### config.mk
export PLATFORM = sky130hd
export DESIGN_NAME = conv_tree_deserializer
export DESIGN_NICKNAME = d
export VERILOG_FILES = /design/src/rtl/conv_pkg.sv /design/src/rtl/conv_tree_deserializer.sv
export SDC_FILE = /design/constraint.sdc
export NUM_CORES = 1
export LEC_CHECK = 0
export ABC_CLOCK_PERIOD_IN_PS = 29300
export CAP_MARGIN = 15
export CORE_MARGIN = 2
export CORE_UTILIZATION = 59
export CTS_BUF_LIST = sky130_fd_sc_hd__clkbuf_16
export DETAILED_ROUTE_END_ITERATION = 10
export HOLD_SLACK_MARGIN = 0.1
export PLACE_DENSITY = 0.84
export SLEW_MARGIN = 20
export SYNTH_ARGS = -nofsm -noshare
export SYNTH_HDL_FRONTEND = slang
export SYNTH_SLANG_ARGS = --single-unit
export TNS_END_PERCENT = 5
### constraint.sdc
create_clock -name CLK -period 29.3 [get_ports CLK]
set_clock_uncertainty 0.15 [all_clocks]
set_input_delay 2.93 -clock CLK [delete_from_list [all_inputs] [get_ports CLK]]
set_output_delay 2.93 -clock CLK [all_outputs]
set_load 0.1 [all_outputs]
### src/rtl/conv_pkg.sv
// Shared types for the tree deserializer: FSM state encoding and the
// bit-reversal helper that maps serial position to parallel lane.
package conv_pkg;

  typedef enum logic {
    IDLE  = 1'b0,
    SHIFT = 1'b1
  } state_t;

  // Reverse the low 'width' bits of index; bits above 'width' come back zero.
  function automatic logic [31:0] bitrev(input logic [31:0] index, input int unsigned width);
    logic [31:0] r;
    r = '0;
    for (int unsigned i = 0; i < width; i++) begin
      r[i] = index[width - 1 - i];
    end
    return r;
  endfunction

endpackage

### src/rtl/conv_tree_deserializer.sv
// Serial-to-parallel frame assembler, double buffered; PAR_VALID rises 1 CLK after the last bit.
// Backpressure: shifting never stalls; a frame completing while PAR_OUT is held unconsumed is dropped (OVERRUN).
module conv_tree_deserializer
  import conv_pkg::*;
#(
  parameter int OUTPUTS_NUM = 256,
  parameter int STAGES_NUM  = $clog2(OUTPUTS_NUM),
  parameter bit BIT_REVERSE = 1'b1
) (
  input  logic                   CLK,
  input  logic                   RESET,
  input  logic                   SERIAL_IN,
  input  logic                   SERIAL_VALID,
  input  logic                   FRAME_START,
  output logic [OUTPUTS_NUM-1:0] PAR_OUT,
  output logic                   PAR_VALID,
  input  logic                   PAR_READY,
  output logic                   BUSY,
  output logic                   OVERRUN,
  output logic                   FRAME_ERR
);

  localparam logic [STAGES_NUM-1:0] LAST = STAGES_NUM'(OUTPUTS_NUM - 1);

  state_t                 state, state_nxt;
  logic [STAGES_NUM-1:0]  count, count_nxt;
  logic [OUTPUTS_NUM-1:0] shreg, shreg_nxt;
  logic [STAGES_NUM-1:0]  pos, idx;
  logic                   complete;
  logic                   frame_err_nxt;

  always_ff @(posedge CLK or posedge RESET) begin
    if (RESET) state <= IDLE;
    else       state <= state_nxt;
  end

  always_comb begin
    state_nxt     = state;
    count_nxt     = count;
    shreg_nxt     = shreg;
    complete      = 1'b0;
    frame_err_nxt = 1'b0;
    // A frame start always lands in serial position 0, whatever the counter holds.
    pos = FRAME_START ? '0 : count;
    idx = BIT_REVERSE ? STAGES_NUM'(bitrev(32'(pos), STAGES_NUM)) : pos;
    if (SERIAL_VALID) begin
      case (state)
        IDLE: begin
          if (FRAME_START) begin
            shreg_nxt[idx] = SERIAL_IN;
            count_nxt      = STAGES_NUM'(1);
            state_nxt      = SHIFT;
          end
        end
        SHIFT: begin
          shreg_nxt[idx] = SERIAL_IN;
          if (FRAME_START) begin
            frame_err_nxt = 1'b1;
            count_nxt     = STAGES_NUM'(1);
          end else begin
            count_nxt = count + STAGES_NUM'(1);
            if (count == LAST) begin
              complete  = 1'b1;
              state_nxt = IDLE;
            end
          end
        end
        default: state_nxt = IDLE;
      endcase
    end
  end

  assign BUSY = (state == SHIFT);

  always_ff @(posedge CLK or posedge RESET) begin
    if (RESET) begin
      count     <= '0;
      shreg     <= '0;
      PAR_OUT   <= '0;
      PAR_VALID <= 1'b0;
      OVERRUN   <= 1'b0;
      FRAME_ERR <= 1'b0;
    end else begin
      count     <= count_nxt;
      shreg     <= shreg_nxt;
      FRAME_ERR <= frame_err_nxt;
      OVERRUN   <= 1'b0;
      // Load into an empty buffer or one being drained this same cycle.
      if (complete && (!PAR_VALID || PAR_READY)) begin
        PAR_OUT   <= shreg_nxt;
        PAR_VALID <= 1'b1;
      end else begin
        if (complete) OVERRUN <= 1'b1;
        if (PAR_VALID && PAR_READY) PAR_VALID <= 1'b0;
      end
    end
  end

endmodule

# After elaboration in Yosys (flattened, before gate mapping)

Index checks and enable logic that the tools add are counted.

Add/subtract/negate cells: 1
Mux-type cells: 24
Order comparisons: 2
Reductions and logical operators: 7
Eq/ne operators: 2
Bitwise operators: 1

Operators with widths:

| operator            | count |
|---|---|
| $mux 256            | 2 |
| $pmux 256 s2        | 1 |
| $bwmux 256          | 1 |
| $mux 8              | 3 |
| $pmux 8 s2          | 1 |
| $mux 1              | 14 |
| $lt 8x9->1 const B  | 1 |
| $add 8x1->8 const B | 1 |
| $demux 1 s8         | 1 |
| $eq 8x8->1 const B  | 1 |
| $ge 8x1->1 const B  | 1 |
| $logic_and 1x1->1   | 3 |
| $ne 2x2->1 const B  | 1 |
| $pmux 1 s2          | 1 |
| $reduce_and 2->1    | 1 |
| $reduce_bool 2->1   | 1 |
| $logic_not 1->1     | 1 |
| $logic_or 1x1->1    | 1 |
| $not 1->1           | 1 |

Logic and storage cells: 44
Output and inout bits: 260
Bits of input ports: 6
Flip-flop bits (word level): 524

# Longest topological paths before layout

Gate-level depths: netlist of run 1.

Depth in word-level cells: 9
Depth in mapped cells: 9
Gate-level depth less buffers: 5

# Least setup slack after synthesis of run 1

Ideal clock, no wire load.

Path kind: input -> register
Start: in FRAME_START
End: reg PAR_OUT[63]
Library setup time: 0.125 ns
Path buffers: 2
Data required time: 29.025 ns
Cell stages on the path: 6
Setup slack: 24.728 ns
Arrival: 4.296 ns
Path through: buf_2 > buf_2 > or3b_1 > o41ai_1 > o21ai_1 > mux2_2

Longest elaborated chain between the ends: 9
Elaborated cells between the ends (all ways): 14
Those cells by class: order compare (2); mux (10); reduce/logical (2)

Ends and longest elaborated chain:

| what                                                           | RTL line                                                   | RTL |
|---|---|---|
| start, declared                                                | conv_tree_deserializer.sv:14                               | `input logic FRAME_START,` |
| $mux 8                                                         | conv_tree_deserializer.sv:44                               | `pos = FRAME_START ? '0 : count;` |
| $lt 8x9->1 (implied by the code) or $ge 8x1->1 (tied branches) | conv_tree_deserializer.sv:50, conv_tree_deserializer.sv:56 |  |
| $logic_and 1x1->1 (implied by the code)                        | conv_tree_deserializer.sv:50, conv_tree_deserializer.sv:56 |  |
| $mux 1 (implied by the code)                                   | conv_tree_deserializer.sv:50, conv_tree_deserializer.sv:56 |  |
| $demux 1 s8                                                    | conv_tree_deserializer.sv:50, conv_tree_deserializer.sv:56 |  |
| $bwmux 256                                                     | conv_tree_deserializer.sv:50, conv_tree_deserializer.sv:56 |  |
| $mux 256                                                       | conv_tree_deserializer.sv:49                               | `if (FRAME_START) begin` |
| $pmux 256 s2 *                                                 | conv_tree_deserializer.sv:47                               | `case (state)` |
| $mux 256 *                                                     | conv_tree_deserializer.sv:46                               | `if (SERIAL_VALID) begin` |
| named net shreg_nxt[63]                                        | conv_tree_deserializer.sv:27                               | `logic [OUTPUTS_NUM-1:0] shreg, shreg_nxt;` |
| end signal, assigned                                           | conv_tree_deserializer.sv:90                               | `PAR_OUT <= shreg_nxt;` |
| end, declared                                                  | conv_tree_deserializer.sv:15                               | `output logic [OUTPUTS_NUM-1:0] PAR_OUT,` |

Mark *: on every way through the listed nets, which the timed path passes. The rest lies on a longest branch.
A chain may end at the register's enable or synchronous reset.

# Worst setup path in the final report of run 1

Start: in SERIAL_VALID
End: reg PAR_OUT[173]

Longest elaborated chain between the ends: 2
Elaborated cells between the ends (all ways): 3
Those cells by class: mux (2); reduce/logical (1)

Ends and longest elaborated chain:

| what              | RTL line                     | RTL |
|---|---|---|
| start, declared   | conv_tree_deserializer.sv:13 | `input logic SERIAL_VALID,` |
| $mux 1            | conv_tree_deserializer.sv:46 |  |
| $logic_and 1x1->1 | conv_tree_deserializer.sv:89 | `if (complete && (!PAR_VALID \|\| PAR_READY)) begin` |

Parallel ways exist; a longest one is shown, timed or not.

==> metrics.log, run 1 <==
[metrics] status: complete, no violations
[metrics] number of DRC violations after detailed-routing iteration 0: 1725
[metrics] count of final setup violators: 0
[metrics] sum of overflow across all layers after global routing: 0
[metrics] instance count along the most critical hold path: 2
[metrics] fraction of final layout cells sized beyond drive strength 1: 5.456%
[metrics] post-layout min period: 6.325 ns
[metrics] pre-CTS WS: 22.23 ns
[metrics] largest family of logic cells by synthesized area: compound AO/OA/AOI/OAI gates
[metrics] worst-case vdd ir drop: 0.03751 mV
[metrics] number of remaining DRC errors: 0
[metrics] via count of the first global-routing pass: 15740
[metrics] sequential area share after synthesis: 64.06%
[metrics] Fin Hold WS: 0.3145 ns
[metrics] share of cell area taken by muxes after synthesis: 1.253%
[metrics] Post-synth ARST share: 100.0%
[metrics] simple-gate area share of the yosys netlist: 12.47%
[metrics] chain of cells forming the critical path: clkdlybuf4s50_1 > and4b_1 > nand4_1 > buf_12 > buf_4 > o21ai_0
[metrics] kind of start point of the critical path: primary input
[metrics] static power due to leakage: 11.11 nW
[metrics] switching pwr: 0.3642 mW
[metrics] signal arrival time at the worst endpoint: 6.56 ns
[metrics] type of the worst setup path: in -> reg
[metrics] post-CTS setup-driven buffer insertion count: 0
[metrics] commonest register cell after synthesis: sky130_fd_sc_hd__dfrtp_1
[metrics] Mapped Area: 20470 µm²
[metrics] number of fillers in the final layout: 2410
[metrics] Critical Path Fanout Max: 273
[metrics] cell at the root of the clock tree: sky130_fd_sc_hd__clkbuf_16
[metrics] number of synthesis warnings: 0
[metrics] maximum number of pins on one net before global-route repair: 274
[metrics] Worst Reg2Reg Path Length in Cells: 6
[metrics] maximum number of buffers from clock root to sink: 3
[metrics] mean post-synth cell area: 10.32 µm²
[metrics] proportion of total power due to net switching: 24.77%
[metrics] slew of the pin with the lowest slew margin: 1.091 ns
[metrics] number of CTS-inserted buffers: 48
[metrics] routed len/inst: 21.39 µm
[metrics] via density per instance: 6.219
[metrics] launch point of the worst hold path: PAR_OUT[177]$_DFFE_PP0P_
[metrics] floorplan row count: 68
[metrics] Synth Area in XOR/XNOR: 0%
[metrics] post-CTS resize count: 0
[metrics] dpl cell area: 23140 µm²
[metrics] die area: 36200 µm²
[metrics] setup slack of the worst register-to-register path: 25.59 ns
[metrics] required time worst endpoint: 29.53 ns
[metrics] maximum single-stage delay on the critical path: 0.90 ns
[metrics] Power Internal: 1.106 mW
[metrics] signed area change from the synthesized netlist to the final layout: 20.74%
[metrics] hold worst-path end: PAR_OUT[177]$_DFFE_PP0P_
[metrics] unrepaired setup endpoints after global routing: false
[metrics] library cells used by synthesis: 54
[metrics] fin nets: 2151
[metrics] Logic pwr share: 6.9%
[metrics] min-delay worst type: reg -> reg
[metrics] Vias: 16390
[metrics] Reg-to-Reg End: PAR_OUT[173]$_DFFE_PP0P_
[metrics] Layout Utilization: 71.90%
[metrics] vertical die dimension: 190.3 µm
[metrics] power per cell area: 59.50 nW/µm²
[metrics] # clock sinks: 524
[metrics] Die W: 190.3 µm
[metrics] slowest CP cell: sky130_fd_sc_hd__clkdlybuf4s50_1
[metrics] global placement routability congestion: 0.9395
[metrics] Achievable Freq: 158.1 MHz
[metrics] Post-Syn Nets: 1990
[metrics] Clock power frac: 41.7%
[metrics] share of the synthesized area in compound gates (AO/OA/AOI/OAI): 18.73%
[metrics] critical path capture point type: flip-flop
[metrics] clock latency reported for the late side of the worst-skew pair: 0.56 ns
[metrics] hold bufs inserted after CTS: 0
[metrics] number of max-cap violations: 0
[metrics] antenna diode count: 0
[metrics] core outline area: 34370 µm²
[metrics] Reg power frac: 51.4%
[metrics] antenna violations before repair: 1
[metrics] number of enable-type register cells in the synthesized netlist: 0
[metrics] combined global-route utilization of all metal layers: 31.08%
[metrics] gate count after technology mapping: 1983
[metrics] Clock H-tree levels: 2
[metrics] worst-case headroom to the max-slew limit: 27.04%
[metrics] Starting Density: 59.55%
[metrics] Worst-path clk slew: 0.06 ns
[metrics] post-detail-place hpwl: 36.21 mm
[metrics] port buffer count: 265
[metrics] Synth Area in Adders: 0.06112%
[metrics] reg2reg start: count[0]$_DFFE_PP0P_
[metrics] num ports: 266
[metrics] post-layout instance area: 24720 µm²
[metrics] global-route wire length before repair: 87.66 mm
[metrics] number of iterations in the first detailed-routing pass: 5
[metrics] CTS tree: yes
[metrics] total negative slack for setup checks: 0 ns
[metrics] number of max-slew violations in the final report: 0
[metrics] flip-flop and latch count after synthesis: 524
[metrics] total length of routed wires: 56.38 mm
[metrics] final worst path period share: 21.59%
[metrics] Worst Setup Slack, final: 22.98 ns
[metrics] Detail Route Antenna Nets: 0
[metrics] final count of hold timing violations: 0
-- metrics by stage --
stage | instances | total power [mW]
after floorplan | 1983 | 0.8375
after global placement | 2548 | 0.8635
after detailed placement | 2548 | 0.8666
after CTS | 2635 | 1.470
after global routing | 2636 | 1.514
final | 2636 | 1.471
-- layout by cell type (no fill, tap or decap), types with 5 or more instances in the layout --
master,count
sky130_fd_sc_hd__a21oi_1,33
sky130_fd_sc_hd__and3_1,6
sky130_fd_sc_hd__buf_4,11
sky130_fd_sc_hd__clkbuf_16,50
sky130_fd_sc_hd__clkdlybuf4s50_1,265
sky130_fd_sc_hd__clkinv_1,11
sky130_fd_sc_hd__clkinv_2,10
sky130_fd_sc_hd__dfrtp_1,524
sky130_fd_sc_hd__inv_1,8
sky130_fd_sc_hd__mux2_2,19
sky130_fd_sc_hd__nand2_1,475
sky130_fd_sc_hd__nand2b_1,5
sky130_fd_sc_hd__nand3_1,25
sky130_fd_sc_hd__nor2_1,34
sky130_fd_sc_hd__nor3_1,9
sky130_fd_sc_hd__o21ai_0,420
sky130_fd_sc_hd__o2bb2ai_1,6
sky130_fd_sc_hd__o31ai_1,181
sky130_fd_sc_hd__o41ai_1,5
sky130_fd_sc_hd__or3_1,5
-- sequential cells by signal, indices dropped and copies added, names as in the netlist --
register / cells
count: 8
PAR_OUT: 256
OVERRUN: 1
BUSY: 1
shreg: 256
PAR_VALID: 1
FRAME_ERR: 1
-- cell usage after synthesis, types with 2 or more instances --
cell type,n,area share (%)
sky130_fd_sc_hd__o31ai_1,181,6.6
sky130_fd_sc_hd__nand2_1,475,8.7
sky130_fd_sc_hd__inv_1,3,0.055
sky130_fd_sc_hd__and4_1,2,0.086
sky130_fd_sc_hd__nor3_1,9,0.22
sky130_fd_sc_hd__and2_1,4,0.12
sky130_fd_sc_hd__nand3b_1,3,0.11
sky130_fd_sc_hd__a2bb2oi_1,2,0.086
sky130_fd_sc_hd__buf_1,6,0.11
sky130_fd_sc_hd__nand4bb_1,2,0.11
sky130_fd_sc_hd__nand3_1,25,0.61
sky130_fd_sc_hd__a21oi_1,34,0.83
sky130_fd_sc_hd__o2bb2ai_1,6,0.26
sky130_fd_sc_hd__nand4_1,3,0.092
sky130_fd_sc_hd__mux2i_1,2,0.098
sky130_fd_sc_hd__a31oi_1,4,0.12
sky130_fd_sc_hd__or3_1,5,0.15
sky130_fd_sc_hd__dfrtp_1,524,64
sky130_fd_sc_hd__nor3b_2,2,0.12
sky130_fd_sc_hd__o41ai_1,5,0.21
sky130_fd_sc_hd__mux2_1,2,0.11
sky130_fd_sc_hd__buf_2,41,1.0
sky130_fd_sc_hd__and3b_1,4,0.17
sky130_fd_sc_hd__clkbuf_1,121,2.2
sky130_fd_sc_hd__or2_2,2,0.061
sky130_fd_sc_hd__nand2b_1,6,0.18
sky130_fd_sc_hd__nor2_1,34,0.62
sky130_fd_sc_hd__and4b_1,2,0.098
sky130_fd_sc_hd__nand4b_1,2,0.086
sky130_fd_sc_hd__or4b_1,2,0.098
sky130_fd_sc_hd__nor2b_1,3,0.092
sky130_fd_sc_hd__mux2_2,19,1.0
sky130_fd_sc_hd__o21ai_1,3,0.073
sky130_fd_sc_hd__and3_1,6,0.18
sky130_fd_sc_hd__o21ai_0,420,10
-- area by class of cell --
cell class | instances | area (µm²) | area share [%]
Sequential cell | 524 | 13110 | 53.06
Tap cell | 455 | 569.3 | 2.303
Clock buffer | 50 | 1251 | 5.063
Multi-Input combinational cell | 1286 | 6664 | 26.96
Inverter | 4 | 22.52 | 0.09113
Clock inverter | 37 | 290.3 | 1.175
Timing Repair Buffer | 280 | 2805 | 11.35
-- critical path: cells and delay by family --
family / cells / cell delay [ns]
buf+inv: 3 / 2.45
simple gates: 2 / 0.77
compound gates: 1 / 0.23
-- worst max-delay path by stage --
stage	start	to	slack (ns)	cells after the start
finish	SERIAL_VALID	PAR_OUT[173]$_DFFE_PP0P_	22.98	6
global route	RESET	shreg[230]$_DFF_PP0_	22.68	5
CTS	RESET	shreg[152]$_DFF_PP0_	22.80	5
detailed placement	RESET	PAR_OUT[158]$_DFFE_PP0P_	22.23	5
global placement	RESET	PAR_OUT[154]$_DFFE_PP0P_	22.32	5
floorplan	RESET	BUSY$_DFFE_PP0P_	11.58	1
-- kinds of logic after synthesis --
| logic type | count (synthesis) |
|---|---|
| buf+inv | 173 |
| fa+ha+maj | 1 |
| compound gates | 661 |
| mux | 23 |
| flops | 524 |
| simple gates | 601 |
-- layer usage --
metal	global-route usage [%]	share of wire, %
met3	4.711	8.1
met5	0	0
met1	43.00	40
met2	50.24	48
met4	12.19	3.8
-- power groups by stage --
stage	logic [mW]	clock network (mW)	registers, mW
after floorplan	0.0780	0	0.759
after CTS	0.0986	0.616	0.756
after global routing	0.109	0.647	0.758
after global placement	0.0954	0	0.768
after detailed placement	0.0979	0	0.769
final	0.101	0.613	0.757
No activity file was read; power rests on OpenSTA's default activity.
==> inputs of run 2 (changes only) <==
- ABC_CLOCK_PERIOD_IN_PS: 29300 -> 5550
- CORE_UTILIZATION: 59 -> 50
- PLACE_DENSITY: 0.84 -> 0.76
- clock period: 29.3 -> 5.55 ns (I/O delays scaled with it)
==> metrics.log, run 2 (synthesized netlist as in run 1, its figures left out) <==
[metrics] status: complete, no violations (unchanged)
[metrics] sum of overflow across all layers after global routing: 0 (unchanged)
[metrics] combined global-route utilization of all metal layers: 27.21% (was 31.08%)
[metrics] number of fillers in the final layout: 3290 (was 2410)
[metrics] launch point of the critical path: BUSY$_DFFE_PP0P_ (was SERIAL_VALID)
[metrics] Worst Setup Slack, final: 2.182 ns (was 22.98 ns)
[metrics] post-detail-place hpwl: 38.05 mm (was 36.21 mm)
[metrics] kind of start point of the critical path: flip-flop (was primary input)
[metrics] Vias: 15920 (was 16390)
[metrics] final worst path period share: 60.68%
[metrics] post-CTS resize count: 0 (unchanged)
[metrics] Detail Route Antenna Nets: 0 (unchanged)
[metrics] delay-heaviest family, CP: buffers and inverters (unchanged)
[metrics] core outline area: 40650 µm² (was 34370 µm²)
[metrics] number of iterations in the first detailed-routing pass: 6 (was 5)
[metrics] min-delay worst type: reg -> reg (unchanged)
[metrics] clock latency reported for the late side of the worst-skew pair: 0.59 ns (was 0.56 ns)
[metrics] number of max-cap violations: 0 (unchanged)
[metrics] Starting Density: 50.36% (was 59.55%)
[metrics] number of max-slew violations in the final report: 0 (unchanged)
[metrics] worst-case vdd ir drop: 0.2108 mV (was 0.03751 mV)
[metrics] maximum number of pins on one net before global-route repair: 158 (was 274)
[metrics] static power due to leakage: 11.24 nW (was 11.11 nW)
[metrics] post-layout min period: 3.368 ns
[metrics] Critical Path Fanout Max: 21 (was 273)
[metrics] floorplan row count: 74 (was 68)
[metrics] vertical die dimension: 206.3 µm (was 190.3 µm)
[metrics] Clock H-tree levels: 2 (unchanged)
[metrics] reg2reg start: count[1]$_DFFE_PP0P_ (was count[0]$_DFFE_PP0P_)
[metrics] port buffer count: 265 (unchanged)
[metrics] number of remaining DRC errors: 0 (unchanged)
[metrics] fraction of final layout cells sized beyond drive strength 1: 6.108% (was 5.456%)
[metrics] Fin Hold WS: 0.3125 ns (was 0.3145 ns)
[metrics] power per cell area: 318.9 nW/µm² (was 59.50 nW/µm²)
[metrics] required time worst endpoint: 4.85 ns (was 29.53 ns)
[metrics] unrepaired setup endpoints after global routing: false (unchanged)
[metrics] signed area change from the synthesized netlist to the final layout: 22.40% (was 20.74%)
[metrics] Die W: 206.3 µm (was 190.3 µm)
[metrics] maximum single-stage delay on the critical path: 1.34 ns (was 0.90 ns)
[metrics] Buf+Inv Stages, Crit Path: 1 (was 3)
[metrics] final count of hold timing violations: 0 (unchanged)
[metrics] number of CTS-inserted buffers: 51 (was 48)
[metrics] routed len/inst: 20.99 µm (was 21.39 µm)
[metrics] Worst-path clk slew: 0.06 ns (about the same)
[metrics] Seq. cell area: 13110 µm² (unchanged)
[metrics] post-layout instance count excluding filler cells: 2727 (was 2636)
[metrics] antenna violations before repair: 2 (was 1)
[metrics] die area: 42570 µm² (was 36200 µm²)
[metrics] leading registers by flop count: PAR_OUT (256), shreg (256), count (8) (unchanged)
[metrics] multi-input logic area: 6661 µm² (was 6664 µm²)
[metrics] commonest cells after routing, fill and taps aside: sky130_fd_sc_hd__dfrtp_1 (524), sky130_fd_sc_hd__nand2_1 (475), sky130_fd_sc_hd__o21ai_0 (420) (unchanged)
[metrics] post-CTS setup-driven buffer insertion count: 0 (unchanged)
[metrics] launch point of the worst hold path: shreg[40]$_DFF_PP0_ (was PAR_OUT[177]$_DFFE_PP0P_)
[metrics] slowest CP cell: sky130_fd_sc_hd__clkdlybuf4s50_1 (unchanged)
[metrics] pre-CTS WS: 1.699 ns (was 22.23 ns)
[metrics] Placed Instances: 2631 (was 2548)
[metrics] via density per instance: 5.839 (was 6.219)
[metrics] worst-case headroom to the max-slew limit: 26.88% (was 27.04%)
[metrics] fin nets: 2159 (was 2151)
[metrics] via count of the first global-routing pass: 15640 (was 15740)
[metrics] global-route wire length before repair: 88.81 mm (was 87.66 mm)
[metrics] Achievable Freq: 296.9 MHz
[metrics] total length of routed wires: 57.25 mm (was 56.38 mm)
[metrics] signal arrival time at the worst endpoint: 2.66 ns (was 6.56 ns)
[metrics] # clock sinks: 524 (unchanged)
[metrics] cell at the root of the clock tree: sky130_fd_sc_hd__clkbuf_16 (unchanged)
[metrics] num ports: 266 (unchanged)
[metrics] slew of the pin with the lowest slew margin: 1.093 ns (was 1.091 ns)
[metrics] most frequent standard cell in the layout excluding fill and tap cells: sky130_fd_sc_hd__dfrtp_1 (unchanged)
[metrics] hold bufs inserted after CTS: 0 (unchanged)
[metrics] number of DRC violations after detailed-routing iteration 0: 1246 (was 1725)
[metrics] CTS tree: yes (unchanged)
[metrics] chain of cells forming the critical path: clkdlybuf4s50_1 (was clkdlybuf4s50_1 > and4b_1 > nand4_1 > buf_12 > buf_4 > o21ai_0)
[metrics] count of final setup violators: 0 (unchanged)
[metrics] critical path capture point type: primary output (was flip-flop)
[metrics] global placement routability congestion: 0.9030 (was 0.9395)
[metrics] maximum number of buffers from clock root to sink: 3 (unchanged)
[metrics] type of the worst setup path: reg -> out (was in -> reg)
==> run 2: cell types whose count changed in the layout (fill, tap and decap cells not counted) <==
cell                         previous run  this run
sky130_fd_sc_hd__buf_12                 1         9
sky130_fd_sc_hd__clkinv_2              10        17
sky130_fd_sc_hd__clkinv_1              11         8
sky130_fd_sc_hd__buf_6                  2         0
sky130_fd_sc_hd__bufinv_16              4         6
sky130_fd_sc_hd__clkbuf_16             50        52
sky130_fd_sc_hd__inv_6                  1         3
sky130_fd_sc_hd__buf_16                 1         0
sky130_fd_sc_hd__clkinvlp_4             3         2
sky130_fd_sc_hd__diode_2                0         1
sky130_fd_sc_hd__inv_8                  1         0
sky130_fd_sc_hd__nand2b_1               5         6
sky130_fd_sc_hd__nand2b_2               1         0
==> run 2: final timing paths <==
path	endpoint	slack (ns)	depth (start not counted)
worst max-delay path	BUSY	2.18	1
worst min-delay path	PAR_OUT[40]$_DFFE_PP0P_	0.31	2
worst max register to register	shreg[196]$_DFF_PP0_	2.36	4
worst min register to register	PAR_OUT[40]$_DFFE_PP0P_	0.31	2
max in group asynchronous	shreg[228]$_DFF_PP0_	3.56	3
min in group asynchronous	PAR_OUT[75]$_DFFE_PP0P_	0.38	2
==> run 2: metrics by stage <==
step                      power, mW  setup TNS (ns)  util (%)  area (µm²)
after floorplan               4.423        -1192.19         -       20470
after global placement        4.563               0     57.50       23370
after detailed placement      4.585               0     57.50       23370
after CTS                     8.027               0     61.63       25050
after global routing          8.268               0     61.64       25050
final                         7.990               0     61.64       25050
==> run 2: per-layer routing <==
| metal | up-vias | share of wire (%) | GRT usage, % |
|---|---|---|---|
| met5 | - | 0.028 | 0 |
| met4 | 2 | 5.1 | 13.62 |
| met3 | 157 | 7.1 | 5.140 |
| met2 | 649 | 48 | 43.94 |
| met1 | 7869 | 40 | 35.38 |
| li1 | 7247 | - | - |
==> run 2: area by class of cell <==
type                            count  share of cell area, %
Clock buffer                       52                  5.194
Multi-Input combinational cell   1286                  26.59
Clock inverter                     43                  1.503
Timing Repair Buffer              285                  11.64
Antenna cell                        1               0.009988
Tap cell                          532                  2.657
Inverter                            4                0.07491
Sequential cell                   524                  52.34
==> run 2: power breakdown <==
group | internal (mW) | total [mW] | leakage, nW | switching [mW]
combinational | 0.121 | 0.529 | 3.08 | 0.408
clock | 1.99 | 3.46 | 0.861 | 1.48
sequential | 3.90 | 4.00 | 7.29 | 0.0925
total | 6.01 | 7.99 | 11.2 | 1.98
